File: src/rtl/ifft8_stream.sv
// ----------------------------------------------------------------------------
// ifft8_stream
//   Streaming 8-point inverse DFT.  A frame of eight frequency bins X[0..7] is
//   loaded one bin per handshake, then each time sample
//       x[n] = (1/8) * sum_k X[k] * e^(+j*2*pi*k*n/8)
//   is computed by accumulating one twiddled term per cycle (8 cycles per n)
//   and presented on a valid/ready output until it is accepted.
//
//   Ports
//     clk        rising-edge clock
//     rst        synchronous active-high reset
//     in_valid   bin presented          in_ready  block accepts bins (LOAD)
//     in_re/im   bin, signed W bits
//     out_valid  sample presented       out_ready consumer accepts sample
//     out_re/im  sample, signed W bits  out_last  high with sample n=7
//     busy       high whenever the block is not in LOAD
// ----------------------------------------------------------------------------
module ifft8_stream #(
    parameter int W = 32
) (
    input  logic                clk,
    input  logic                rst,
    input  logic                in_valid,
    output logic                in_ready,
    input  logic signed [W-1:0] in_re,
    input  logic signed [W-1:0] in_im,
    output logic                out_valid,
    input  logic                out_ready,
    output logic signed [W-1:0] out_re,
    output logic signed [W-1:0] out_im,
    output logic                out_last,
    output logic                busy
);

    localparam int AW = W + 8;   // accumulator width
    localparam int PW = W + 16;  // width of the 0.7071 product

    typedef enum logic [1:0] {
        LOAD = 2'd0,
        CALC = 2'd1,
        OUT  = 2'd2
    } state_t;

    state_t                 state_q, state_d;
    logic [2:0]             k_q, k_d;
    logic [2:0]             n_q, n_d;
    logic signed [AW-1:0]   acc_re_q, acc_re_d;
    logic signed [AW-1:0]   acc_im_q, acc_im_d;
    logic signed [W-1:0]    out_re_q, out_re_d;
    logic signed [W-1:0]    out_im_q, out_im_d;
    logic                   out_valid_q, out_valid_d;

    logic signed [W-1:0]    bin_re_q [8];
    logic signed [W-1:0]    bin_im_q [8];
    logic                   bin_we;

    logic [2:0]             angle;
    logic signed [W-1:0]    xr, xi;
    logic signed [AW-1:0]   ext_re, ext_im;
    logic signed [AW-1:0]   cp_re, cn_re, cp_im, cn_im;
    logic signed [AW-1:0]   term_re, term_im;
    logic signed [AW-1:0]   sum_re, sum_im;

    // x * (+/-23170) >>> 15, i.e. x * (+/-0.7071) rounded toward -inf.  The
    // sign is applied to the product before the shift, so the negative
    // coefficient floors independently of the positive one.
    function automatic logic signed [AW-1:0] mul_c(input logic signed [W-1:0] x,
                                                   input logic neg);
        logic signed [PW-1:0] p;
        p = $signed(PW'(x)) * $signed(PW'(23170));
        if (neg) begin
            p = -p;
        end
        return AW'(p >>> 15);
    endfunction

    // ------------------------------------------------------------------
    // Bin buffer: one write port, addressed by the load index.
    // ------------------------------------------------------------------
    for (genvar gi = 0; gi < 8; gi++) begin : g_bin
        always_ff @(posedge clk) begin
            if (bin_we && (k_q == 3'(gi))) begin
                bin_re_q[gi] <= in_re;
                bin_im_q[gi] <= in_im;
            end
        end
    end

    // ------------------------------------------------------------------
    // Twiddle term for bin k at sample n.  Angle index a = k*n mod 8
    // selects (cos, sin) from {0, +/-1, +/-0.7071}; exact coefficients are
    // handled by routing/negation only.
    // ------------------------------------------------------------------
    assign angle  = 3'(k_q * n_q);
    assign xr     = bin_re_q[k_q];
    assign xi     = bin_im_q[k_q];
    assign ext_re = AW'(xr);
    assign ext_im = AW'(xi);
    assign cp_re  = mul_c(xr, 1'b0);
    assign cn_re  = mul_c(xr, 1'b1);
    assign cp_im  = mul_c(xi, 1'b0);
    assign cn_im  = mul_c(xi, 1'b1);

    always_comb begin
        term_re = '0;
        term_im = '0;
        case (angle)
            3'd0: begin term_re = ext_re;        term_im = ext_im;        end
            3'd1: begin term_re = cp_re - cp_im; term_im = cp_re + cp_im; end
            3'd2: begin term_re = -ext_im;       term_im = ext_re;        end
            3'd3: begin term_re = cn_re - cp_im; term_im = cp_re + cn_im; end
            3'd4: begin term_re = -ext_re;       term_im = -ext_im;       end
            3'd5: begin term_re = cn_re - cn_im; term_im = cn_re + cn_im; end
            3'd6: begin term_re = ext_im;        term_im = -ext_re;       end
            default: begin term_re = cp_re - cn_im; term_im = cn_re + cp_im; end
        endcase
    end

    assign sum_re = acc_re_q + term_re;
    assign sum_im = acc_im_q + term_im;

    // ------------------------------------------------------------------
    // Control: next-state and datapath updates
    // ------------------------------------------------------------------
    always_comb begin
        state_d     = state_q;
        k_d         = k_q;
        n_d         = n_q;
        acc_re_d    = acc_re_q;
        acc_im_d    = acc_im_q;
        out_re_d    = out_re_q;
        out_im_d    = out_im_q;
        out_valid_d = out_valid_q;
        bin_we      = 1'b0;

        case (state_q)
            LOAD: begin
                if (in_valid) begin
                    bin_we = !rst;
                    k_d    = k_q + 3'd1;   // wraps to 0 after bin 7
                    if (k_q == 3'd7) begin
                        state_d = CALC;
                        n_d     = 3'd0;
                    end
                end
            end
            CALC: begin
                k_d = k_q + 3'd1;
                if (k_q == 3'd7) begin
                    // Final term: scale by 1/8 and present.  The accumulator
                    // is cleared here so the next n starts from zero.
                    out_re_d    = W'(sum_re >>> 3);
                    out_im_d    = W'(sum_im >>> 3);
                    out_valid_d = 1'b1;
                    acc_re_d    = '0;
                    acc_im_d    = '0;
                    state_d     = OUT;
                end else begin
                    acc_re_d = sum_re;
                    acc_im_d = sum_im;
                end
            end
            OUT: begin
                if (out_ready) begin
                    out_valid_d = 1'b0;
                    k_d         = 3'd0;
                    if (n_q == 3'd7) begin
                        n_d     = 3'd0;
                        state_d = LOAD;
                    end else begin
                        n_d     = n_q + 3'd1;
                        state_d = CALC;
                    end
                end
            end
            default: begin
                state_d = LOAD;
                k_d     = 3'd0;
                n_d     = 3'd0;
            end
        endcase
    end

    always_ff @(posedge clk) begin
        if (rst) begin
            state_q     <= LOAD;
            k_q         <= '0;
            n_q         <= '0;
            acc_re_q    <= '0;
            acc_im_q    <= '0;
            out_re_q    <= '0;
            out_im_q    <= '0;
            out_valid_q <= 1'b0;
        end else begin
            state_q     <= state_d;
            k_q         <= k_d;
            n_q         <= n_d;
            acc_re_q    <= acc_re_d;
            acc_im_q    <= acc_im_d;
            out_re_q    <= out_re_d;
            out_im_q    <= out_im_d;
            out_valid_q <= out_valid_d;
        end
    end

    assign in_ready  = (state_q == LOAD);
    assign busy      = (state_q != LOAD);
    assign out_valid = out_valid_q;
    assign out_re    = out_re_q;
    assign out_im    = out_im_q;
    assign out_last  = out_valid_q && (n_q == 3'd7);

endmodule

File: config.mk
export PLATFORM = sky130hd
export DESIGN_NAME = ifft8_stream
export DESIGN_NICKNAME = d
export VERILOG_FILES = /design/src/rtl/ifft8_stream.sv
export SDC_FILE = /design/constraint.sdc
export NUM_CORES = 2
export LEC_CHECK = 0
export BUFFER_PORTS_ARGS = -buffer_cell sky130_fd_sc_hd__clkbuf_2
export CAP_MARGIN = 15
export CORE_MARGIN = 4
export CORE_UTILIZATION = 60
export CTS_CLUSTER_SIZE = 12
export DETAILED_ROUTE_END_ITERATION = 8
export PLACE_DENSITY = 0.77
export SLEW_MARGIN = 10
export SYNTH_ARGS = -nofsm -noshare
export SYNTH_HDL_FRONTEND = slang
export SYNTH_SLANG_ARGS = --single-unit
File: constraint.sdc
create_clock -name clk -period 16.5 [get_ports clk]
set_input_delay 3.3 -clock clk [delete_from_list [all_inputs] [get_ports clk]]
set_output_delay 3.3 -clock clk [all_outputs]
set_load 0.01 [all_outputs]
==> results.md <==
* Outcome: finished, final reports clean
* Type of origin of the critical path: flop
* Mux cell area share after synthesis at 6.03%
* Crit-path slowest cell: dfxtp_4
* Largest family of logic cells by synthesized area: adder cells
* Final hold viol count at 0
* CP Max Fanout at 26
* Initial Util at 60.8%
* Syn Inst Count at 6,341
* Met2 Usage GRT at 54.9%
* Seq cells post-synth at 658
* Vias in the first global route at 49,536
* Crit. End Element: flop
* Antenna violations before repair at 4
* Max Clock Skew at 0.0411 ns
* Sequential area share after synthesis at 29.4%
* Worst EP required at 17.08 ns
* Ratio of final minimum period to clock period at 96.0%
* Largest net degree at the start of global routing at 96
* Total gr overflow at 0
* Pre-Repair DR Iteration Count at 8
* Port Buf Inserts at 135
* Vias at 50,582
* CTS buffer count at 68
* CP peak stage delay at 0.68 ns
* Min Tclk post-route at 15.84 ns
* Hold Crit Class: flop to flop
* WHS Endpoint: out_re[14]$_SDFFE_PP0P_
* Final nets at 7,531
* Hold path depth at 2
* Crit Path Category: flop to flop
* IO Pins at 136
* Slew headroom at 19.0%
* H-tree levels at 3
* Final Max Slew Viols at 0
* R2R Setup Slk at 0.66 ns
* Core Region at 0.102 sq mm
* Syn Nets at 7,504
* Placer congestion estimate at 1.04
* Mapped Area at 0.0622 sq mm
* WHS at 0.453 ns
* Cell Rows at 117
* Initial drt markers at 6,143
* Main synth FF type: edfxtp_1
* Yosys cell types at 104
* Async SR Flop Fraction at 0%
* Actual slew at the worst max-slew pin at 1.20 ns
* Reg2Reg Capture Point: out_re[31]$_SDFFE_PP0P_
* Global Route met1 Usage at 49.1%
* Reg2reg path depth at 47
* Synth Area in Adders at 25.1%
* Simple-gate portion of the synthesized area at 10.9%
* Avg Synthesized Cell Area at 9.81 sq um
* Layout cell share with drive strength beyond 1 at 8.41%
* Clock latency on the worst-skew pair at 0.65 ns
* Final worst slack at 0.656 ns
* Global-route usage over all layers at 35.6%
* Sum Neg Setup Slack at 0 ns
* Synth Area in XOR/XNOR at 6.67%
* # placed instances at 7,664
* Final setup fails at 0
* # DRC at 0
* Width of the die at 330 microns
* TritonCTS clock tree: yes
* Post-route antenna net violation count at 0
* Avg Vias per Cell at 6.51
* Clk root buf: clkbuf_16
* GR peak layer: met2
* Clock Sinks at 658
* WL/cell at 25.3 microns
* First-pass GRT wire length at 296,000 microns
* Critical Path AT at 16.42 ns
* RSZ-0062 raised after global routing: false
* EDFF count, synth at 512
* Clock buffer depth at 3
* Routing usage on met3 at 8.32%
* Clock-pin slew on the worst setup and hold paths at 0.06 ns
* Area Overhead vs Synth at 6.82%
* Syn. warnings at 0
* Post-Route WL at 197,000 microns
* Chip height at 330 microns
* Fin cells at 7,764
* Achievable frequency at 63.1 MHz
* Hold Startpoint: out_re[14]$_SDFFE_PP0P_
* Compound-Gate Fraction of Synth Area at 16.3%
* Post-DP HPWL at 150,000 microns
* DP Worst Slack at 0.882 ns
* Die footprint at 0.109 sq mm
* MaxCap Viol Count at 0
==> critical path, delay by kind of cell, from the launching register on <==
kind	cells	cell delay, ns
AO/OA/AOI/OAI	18	5.36
XOR/XNOR	5	1.48
adder cells (fa/ha/maj)	9	3.61
buffers and inverters	5	1.08
flip-flops	1	0.68
multiplexers	2	1.13
AND/OR/NAND/NOR	8	2.40
==> logic make-up (layout without fill, tap and decap cells) <==
group,count (synthesis),count (layout)
AO/OA/AOI/OAI,1570,1570
XOR/XNOR,467,467
adder cells (fa/ha/maj),1095,1095
buffers and inverters,913,967
flip-flops,658,658
multiplexers,210,210
other,0,1
AND/OR/NAND/NOR,1428,1428
==> cells in the final DEF (no fill, tap or decap), types with 30 or more instances in the layout <==
cell type / count
o211ai_1: 42
clkbuf_16: 68
nand3_1: 89
a22oi_1: 87
o31ai_1: 30
or3_1: 45
nor2_1: 459
a21oi_1: 561
o21a_1: 40
nor3_1: 114
o21bai_1: 91
and3_1: 41
fa_1: 256
xnor2_1: 370
buf_4: 78
edfxtp_1: 512
a21o_1: 104
xor2_1: 91
nand2b_1: 58
a31oi_1: 50
inv_1: 648
o22ai_1: 45
mux4_2: 129
nand4_1: 32
dfxtp_1: 143
a211oi_1: 49
clkbuf_2: 134
a221oi_1: 37
mux2i_1: 54
nand2_1: 384
ha_1: 838
nor2b_1: 37
o21ai_0: 214
==> repair_timing <==
action | 4_1_cts | 5_1_grt
hold buffers | 0 | 0
buffers inserted | 0 | 0
setup endpoints to repair | 0 | 2
resized for setup | 0 | 3
==> cell type report <==
| cell class | instances | area [sq um] |
|---|---|---|
| diodes | 1 | 2.50 |
| clock buffers | 78 | 1750 |
| clock inverters | 19 | 292 |
| fillers | 8063 | 35900 |
| inverters | 652 | 2450 |
| multi-input cells | 4770 | 40600 |
| flip-flops and latches | 658 | 18300 |
| well taps | 1368 | 1710 |
| repair buffers | 218 | 1350 |
==> routing by layer <==
| layer | vias to the layer above | routed length (microns) | share of wire, % |
|---|---|---|---|
| met1 | 24418 | 79000 | 40 |
| met2 | 2835 | 85600 | 44 |
| met3 | 465 | 23400 | 12 |
| li1 | 22858 | - | - |
| met5 | - | 58 | 0.029 |
| met4 | 6 | 8530 | 4.3 |
==> cell usage after synthesis (21+ instances only) <==
cell type,n,share of area [%]
nor4_1,25,0.25
inv_1,648,3.9
o21a_1,40,0.48
a21oi_1,561,4.5
mux4_2,129,4.7
a21o_1,104,1.3
nand2b_1,59,0.59
fa_1,256,8.2
nor2_1,462,2.8
o21ai_0,214,1.7
dfxtp_1,146,4.7
or3_1,45,0.45
a22oi_1,87,1.1
nand4_1,32,0.32
nand3_1,89,0.72
mux2_2,24,0.43
ha_1,839,17
a31oi_1,50,0.50
buf_1,45,0.27
a211oi_1,49,0.59
xnor2_1,371,5.2
o31ai_1,30,0.36
nand2_1,386,2.3
a221oi_1,37,0.52
a2111oi_0,21,0.30
nor3_1,114,0.92
and2_1,29,0.29
nor2b_1,37,0.37
clkbuf_1,209,1.3
and3_1,47,0.47
o22ai_1,45,0.45
edfxtp_1,512,25
xor2_1,92,1.3
o21bai_1,91,1.1
mux2i_1,57,0.92
o221ai_1,22,0.31
o211ai_1,42,0.51
==> stage by stage <==
| step | area [sq um] | util (%) |
|---|---|---|
| after detailed placement | 64300 | 62.9 |
| after global routing | 66400 | 64.9 |
| after floorplan | 62200 | - |
| after CTS | 66400 | 64.9 |
| after global placement | 64300 | 62.9 |
| final | 66400 | 64.9 |
==> sequential cells by signal, indices dropped and copies added, names as in the netlist, named ones only <==
register and flops:
acc_im_q 35, acc_re_q 35, bin_im_q 256, bin_re_q 256
k_q 3, n_q 3, out_im 32, out_re 32
out_valid 1, state_q 2
==> how the worst max path moves through the flow <==
| stage | slack [ns] | end | cells past startpoint | start |
|---|---|---|---|---|
| finish | 0.66 | out_re[31]$_SDFFE_PP0P_ | 47 | flop |
| global route | 0.007 | acc_re_q[34]$_SDFFE_PP0P_ | 47 | flop |
| CTS | 0.84 | out_re[31]$_SDFFE_PP0P_ | 47 | flop |
| detailed placement | 0.88 | out_re[31]$_SDFFE_PP0P_ | 47 | flop |
| global placement | 0.88 | acc_re_q[34]$_SDFFE_PP0P_ | 47 | flop |
| floorplan | 2.75 | acc_re_q[34]$_SDFFE_PP0P_ | 52 | flop |
Power is left out: the tool's default activity adds up to more than one toggle a clock period on the data nets, which glitch-free logic cannot reach.
